`src/rtl/icb_pkg.sv`:
```
// icb_pkg: shared state type and AXI burst constants for the I-cache line bridge
package icb_pkg;
  typedef enum logic [1:0] {IDLE, AR, R, DONE} state_e;
  localparam int LINE_BITS = 256;
  localparam logic [7:0] BURST_LEN = 8'd7;
  localparam logic [2:0] SIZE_WORD = 3'b010;
  localparam logic [1:0] BURST_INCR = 2'b01;
endpackage

```
`src/rtl/i_line_asm.sv`:
```
// i_line_asm: line buffer written by beat index, with a saturating beat counter
module i_line_asm #(
  parameter int WORDS = 8
) (
  input  logic                  clk,
  input  logic                  rst,
  input  logic                  clr_i,
  input  logic                  we_i,
  input  logic [31:0]           wdata_i,
  output logic [32*WORDS-1:0]   line_o
);
  localparam int CW = $clog2(WORDS);
  localparam logic [CW-1:0] LAST = CW'(WORDS - 1);
  logic [WORDS-1:0][31:0] line_q;
  logic [CW-1:0] cnt_q;
  // store each beat in slot cnt_q; the counter sticks at the last word so overrun beats overwrite it
  always_ff @(posedge clk) begin
    if (rst) begin
      line_q <= '0;
      cnt_q  <= '0;
    end else if (clr_i) begin
      cnt_q <= '0;
    end else if (we_i) begin
      line_q[cnt_q] <= wdata_i;
      cnt_q <= (cnt_q == LAST) ? cnt_q : cnt_q + 1'b1;
    end
  end
  assign line_o = line_q;
endmodule

```
`src/rtl/i_line_axi_bridge.sv`:
```
// i_line_axi_bridge: sram-like line read to one 8-beat AXI INCR burst; ICB_PERF_CNT_EN adds perf counters
module i_line_axi_bridge
  import icb_pkg::*;
#(
  parameter int                ID_WIDTH   = 4,
  parameter logic [ID_WIDTH-1:0] AXI_ID   = '0,
  parameter int                LINE_WORDS = 8
) (
  input  logic                 clk,
  input  logic                 rst,
  input  logic                 req,
  input  logic                 wr,
  input  logic [1:0]           size,
  input  logic [31:0]          addr,
  input  logic [31:0]          wdata,
  output logic [LINE_BITS-1:0] rdata,
  output logic                 addr_ok,
  output logic                 data_ok,
  output logic [ID_WIDTH-1:0]  arid,
  output logic [31:0]          araddr,
  output logic [7:0]           arlen,
  output logic [2:0]           arsize,
  output logic [1:0]           arburst,
  output logic [1:0]           arlock,
  output logic [3:0]           arcache,
  output logic [2:0]           arprot,
  output logic                 arvalid,
  input  logic                 arready,
  input  logic [ID_WIDTH-1:0]  rid,
  input  logic [31:0]          rdata_axi,
  input  logic [1:0]           rresp,
  input  logic                 rlast,
  input  logic                 rvalid,
  output logic                 rready
`ifdef ICB_PERF_CNT_EN
  ,
  output logic [31:0]          perf_line_cnt,
  output logic [31:0]          perf_busy_cnt
`endif
);
  state_e state_q;
  logic arvalid_q, rready_q, data_ok_q;
  logic [31:0] araddr_q;
  logic start, beat_we;
  logic unused_inputs;
  assign unused_inputs = ^{wr, size, wdata, rid, rresp, addr[4:0]};
  assign start   = (state_q == IDLE) && req;
  assign beat_we = (state_q == R) && rvalid;
  assign addr_ok = arvalid_q & arready;
  assign arvalid = arvalid_q;
  assign rready  = rready_q;
  assign data_ok = data_ok_q;
  assign araddr  = araddr_q;
  assign arid    = AXI_ID;
  assign arlen   = BURST_LEN;
  assign arsize  = SIZE_WORD;
  assign arburst = BURST_INCR;
  assign arlock  = '0;
  assign arcache = '0;
  assign arprot  = '0;
  // request/burst sequencer with registered handshake outputs; reset abandons any burst in flight
  always_ff @(posedge clk) begin
    if (rst) begin
      state_q   <= IDLE;
      arvalid_q <= 1'b0;
      rready_q  <= 1'b0;
      data_ok_q <= 1'b0;
      araddr_q  <= '0;
    end else begin
      case (state_q)
        IDLE: if (req) begin
          state_q   <= AR;
          arvalid_q <= 1'b1;
          araddr_q  <= {addr[31:5], 5'b0};
        end
        AR: if (arready) begin
          state_q   <= R;
          arvalid_q <= 1'b0;
          rready_q  <= 1'b1;
        end
        R: if (rvalid && rlast) begin
          state_q   <= DONE;
          rready_q  <= 1'b0;
          data_ok_q <= 1'b1;
        end
        default: begin
          state_q   <= IDLE;
          data_ok_q <= 1'b0;
        end
      endcase
    end
  end
  i_line_asm #(.WORDS(LINE_WORDS)) u_asm (
    .clk     (clk),
    .rst     (rst),
    .clr_i   (start),
    .we_i    (beat_we),
    .wdata_i (rdata_axi),
    .line_o  (rdata)
  );
`ifdef ICB_PERF_CNT_EN
  // free-running wrap-around counters of completed lines and non-idle cycles
  always_ff @(posedge clk) begin
    if (rst) begin
      perf_line_cnt <= '0;
      perf_busy_cnt <= '0;
    end else begin
      perf_line_cnt <= perf_line_cnt + {31'd0, data_ok_q};
      perf_busy_cnt <= perf_busy_cnt + {31'd0, state_q != IDLE};
    end
  end
`endif
endmodule

```
`config.mk`:
```
export PLATFORM = sky130hd
export DESIGN_NAME = i_line_axi_bridge
export DESIGN_NICKNAME = d
export VERILOG_FILES = /design/src/rtl/icb_pkg.sv /design/src/rtl/i_line_asm.sv /design/src/rtl/i_line_axi_bridge.sv
export SDC_FILE = /design/constraint.sdc
export NUM_CORES = 1
export LEC_CHECK = 0
export BUFFER_PORTS_ARGS = -buffer_cell sky130_fd_sc_hd__buf_2
export CAP_MARGIN = 20
export CORE_AREA = 2 2 167 169
export DETAILED_ROUTE_END_ITERATION = 7
export DIE_AREA = 0 0 169 171
export PLACE_DENSITY = 0.7
export SLEW_MARGIN = 40
export SYNTH_ARGS = -nofsm -noshare
export SYNTH_HDL_FRONTEND = slang
export SYNTH_SLANG_ARGS = --single-unit
```
`constraint.sdc`:
```
create_clock -name clk -period 1.8 [get_ports clk]
set_input_delay 0.18 -clock clk [delete_from_list [all_inputs] [get_ports clk]]
set_output_delay 0.18 -clock clk [all_outputs]
set_load 0.005 [all_outputs]
```
==> impl_results.md <==
- CTS tree: done
- First-pass iteration count of the detailed router: 5
- Initial antenna violation count: 0
- Core area: 27,300 um^2
- Wire per inst: 17.2 um
- Startpoint types: register
- Post-Route WL: 31.3 mm
- Vias in the first global route: 8,592
- Clock-pin slew of the registers on the worst-case setup and hold paths: 0.06 ns
- Largest stage delay, worst path: 0.56 ns
- DPL Wire Length: 21.0 mm
- Seq/Total Area, Yosys: 49.0%
- Final worst-path cycle share: 92.7%
- Cells after synthesis: 1,108
- Outcome: finished, final reports clean
- Max Slew Vio Count: 0
- Final #Nets: 1,568
- CP Cell Sequence: inv_1, ha_1, buf_4, nand2_1, o211ai_1, a21oi_1, dlygate4sd3_1
- Pwr Density: 968 nW/um^2
- Avg Cell Area, Syn: 10.7 um^2
- FILL cells: 2,405
- CTS H-tree lvls: 1
- Row count: 61
- Worst skew pair latency: 0.56 ns
- CTS sink cnt: 291
- Clock period minus worst slack: 1.67 ns
- Actual slew at the worst max-slew pin: 0.551 ns
- Max_slew headroom: 63.2%
- Iter 0 DRT Violations: 340
- Syn. warnings: 0
- Maxcap violations: 0
- CP Data Required Time: 2.30 ns
- Vias: 8,748
- Final ANT Viol Nets: 0
- Peak VDD IR: 590 uV
- Worst hold slack: 0.0520 ns
- Area added between synthesis and finish: 27.0%
- RSZ-0062 raised after global routing: false
- Ant diodes: 0
- Crit path max fanout: 4
- IO Pins: 429
- Worst path slowest cell: dlygate4sd3_1
- # Post-CTS Setup Buffers: 0
- Largest net degree at the start of global routing: 61
- Total gr overflow: 0
- Crit path kind: reg -> reg
- Global Route Usage Sum: 20.7%
- CTS Buf Count: 30
- HP Class: in -> reg
- Port bufs: 351
- DRC errors left: 0
- Synthesized cell area: 11,900 um^2
- Initial core utilization: 43.5%
- Fin Clk Skew: 0.0236 ns
- Clock Path Buffers: 3
- Die Y-Extent: 171 um
- Buf+Inv Stages, Crit Path: 3
- First-pass GRT wire length: 47.9 mm
- Fin. Hold Viols: 0
- Routability cong.: 0.775
- Final setup viols: 0
- Synth cell types: 36
- Fmax: 0.599 GHz
- Critical path endpoint category: register
- Via density: 4.81
- Chip width: 169 um
- Clock root buffer: clkbuf_16
- Critical path's top delay family: buffers and inverters
- Register bit total from synthesis: 291
- Leak pwr: 8.29 nW
- Worst endpoint data arrival time: 2.17 ns
- Die area: 28,900 um^2
- Fin Setup TNS: 0 ns
- Share of cells above drive strength 1: 29.8%
-- timing repair --
action / CTS / global route
hold endpoints to repair: 29 / 0
setup endpoints to repair: 0 / 48
hold buffers: 31 / 0
gates resized for setup: 0 / 2
-- cell usage after synthesis --
| master | instances | area share [%] |
|---|---|---|
| o211ai_1 | 1 | 0.063 |
| mux2i_1 | 260 | 22 |
| nand3b_1 | 1 | 0.063 |
| nor3_1 | 5 | 0.21 |
| xor2_1 | 1 | 0.074 |
| and4_1 | 1 | 0.074 |
| dfxtp_1 | 291 | 49 |
| and2_1 | 2 | 0.11 |
| o21bai_1 | 1 | 0.063 |
| nand4_1 | 1 | 0.053 |
| nor2_1 | 3 | 0.095 |
| clkbuf_1 | 53 | 1.7 |
| buf_2 | 7 | 0.29 |
| nand2b_1 | 291 | 15 |
| a21oi_1 | 29 | 1.2 |
| ha_1 | 7 | 0.74 |
| nand2_4 | 1 | 0.095 |
| buf_12 | 3 | 0.51 |
| a221o_1 | 1 | 0.084 |
| buf_4 | 41 | 2.6 |
| buf_1 | 13 | 0.41 |
| nand4b_4 | 4 | 0.80 |
| and4_4 | 1 | 0.095 |
| inv_1 | 3 | 0.095 |
| nand2_1 | 57 | 1.8 |
| and2b_1 | 2 | 0.13 |
| and2_0 | 1 | 0.053 |
| nand3_1 | 1 | 0.042 |
| o21ai_0 | 2 | 0.084 |
| a31oi_1 | 1 | 0.053 |
| nor2b_1 | 1 | 0.053 |
| nand4_2 | 1 | 0.11 |
| nand4_4 | 2 | 0.36 |
| conb_1 | 2 | 0.063 |
| buf_6 | 16 | 1.5 |
| and2_4 | 1 | 0.074 |
-- sequential cells by signal (all words and copies together) (netlist names) --
| signal | flops |
|---|---|
| u_asm.line_o | 256 |
| data_ok | 1 |
| arvalid | 1 |
| araddr | 27 |
| state_q | 2 |
| u_asm.cnt_q | 3 |
| rready | 1 |
-- where the power goes --
group          switching [mW]  total (mW)  internal (mW)
logic                   0.920        1.65          0.729
registers               0.115        6.77           6.65
clock network            2.52        6.19           3.67
-- worst min-delay path, stage by stage --
cell and delay [ns]:
buf_2 0.12, nor2b_1 0.06, o21ai_0 0.14, a21oi_1 0.06
-- final cells by class --
type | count | area [um^2] | area share, %
flip-flops and latches | 291 | 5830 | 38.6
multi-input cells | 710 | 5320 | 35.3
repair buffers | 414 | 2510 | 16.7
clock buffers | 47 | 896 | 5.94
well taps | 346 | 433 | 2.87
clock inverters | 7 | 87.6 | 0.580
inverters | 3 | 11.3 | 0.0746
-- metrics by stage --
stage / total power, mW / setup slack [ns] / cell area [um^2] / util (%) / cells
3_3_place_gp: 8.45 / 0.118 / 13800 / 50.5 / 1733
3_5_place_dp: 8.48 / 0.0323 / 13800 / 50.5 / 1733
5_1_grt: 15.2 / 0.0296 / 15100 / 55.2 / 1818
2_1_floorplan: 8.00 / 0.159 / 12000 / - / 1137
4_1_cts: 14.7 / 0.00835 / 15100 / 55.2 / 1818
6_report: 14.6 / 0.132 / 15100 / 55.2 / 1818
-- cells in the final DEF (no fill, tap or decap), types with 3 or more instances in the layout --
master and instances:
a21oi_1 29, buf_12 16, buf_2 350, buf_4 16, clkbuf_1 10, clkbuf_16 31, clkbuf_8 6, clkinv_2 4
conb_1 31, dfxtp_1 290, dlygate4sd3_1 31, ha_1 6, inv_1 3, mux2i_1 260, nand2_1 57, nand2b_1 291
nand4b_4 4, nor2_1 3, nor3_1 5
-- kinds of logic after synthesis --
| kind of cell | count (synthesis) | share of synthesized area [%] |
|---|---|---|
| AOI/OAI and AO/OA | 35 | 1.57 |
| adders and majority gates | 7 | 0.737 |
| xor gates and xnor gates | 1 | 0.0737 |
| muxes | 260 | 21.9 |
| other | 2 | 0.0632 |
| and+or+nand+nor | 376 | 19.5 |
| DFF | 291 | 49.0 |
| buffers and inverters | 136 | 7.09 |
-- routing by layer --
| layer | GRT usage (%) | share of wire [%] | routed length, um | up-vias |
|---|---|---|---|---|
| met5 | 0 | 0 | 0 | - |
| met4 | 6.61 | 2.9 | 902 | 0 |
| met3 | 6.18 | 8.1 | 2520 | 71 |
| met2 | 35.9 | 47 | 14700 | 317 |
| met1 | 24.7 | 42 | 13100 | 4131 |
| li1 | - | - | - | 4229 |
-- final timing paths --
kind              slack, ns                       to               startpoint  cells after the start
hold reg to reg        0.45  araddr[18]$_SDFFE_PP0P_  araddr[18]$_SDFFE_PP0P_                      2
hold / removal         0.05     arvalid$_SDFFE_PP0P_                      req                      4
setup / recovery       0.13      rready$_SDFFE_PP0P_  state_q[0]$_SDFFE_PP0P_                      7
setup reg to reg       0.13      rready$_SDFFE_PP0P_  state_q[0]$_SDFFE_PP0P_                      7
(Power assumes the default switching activity.)
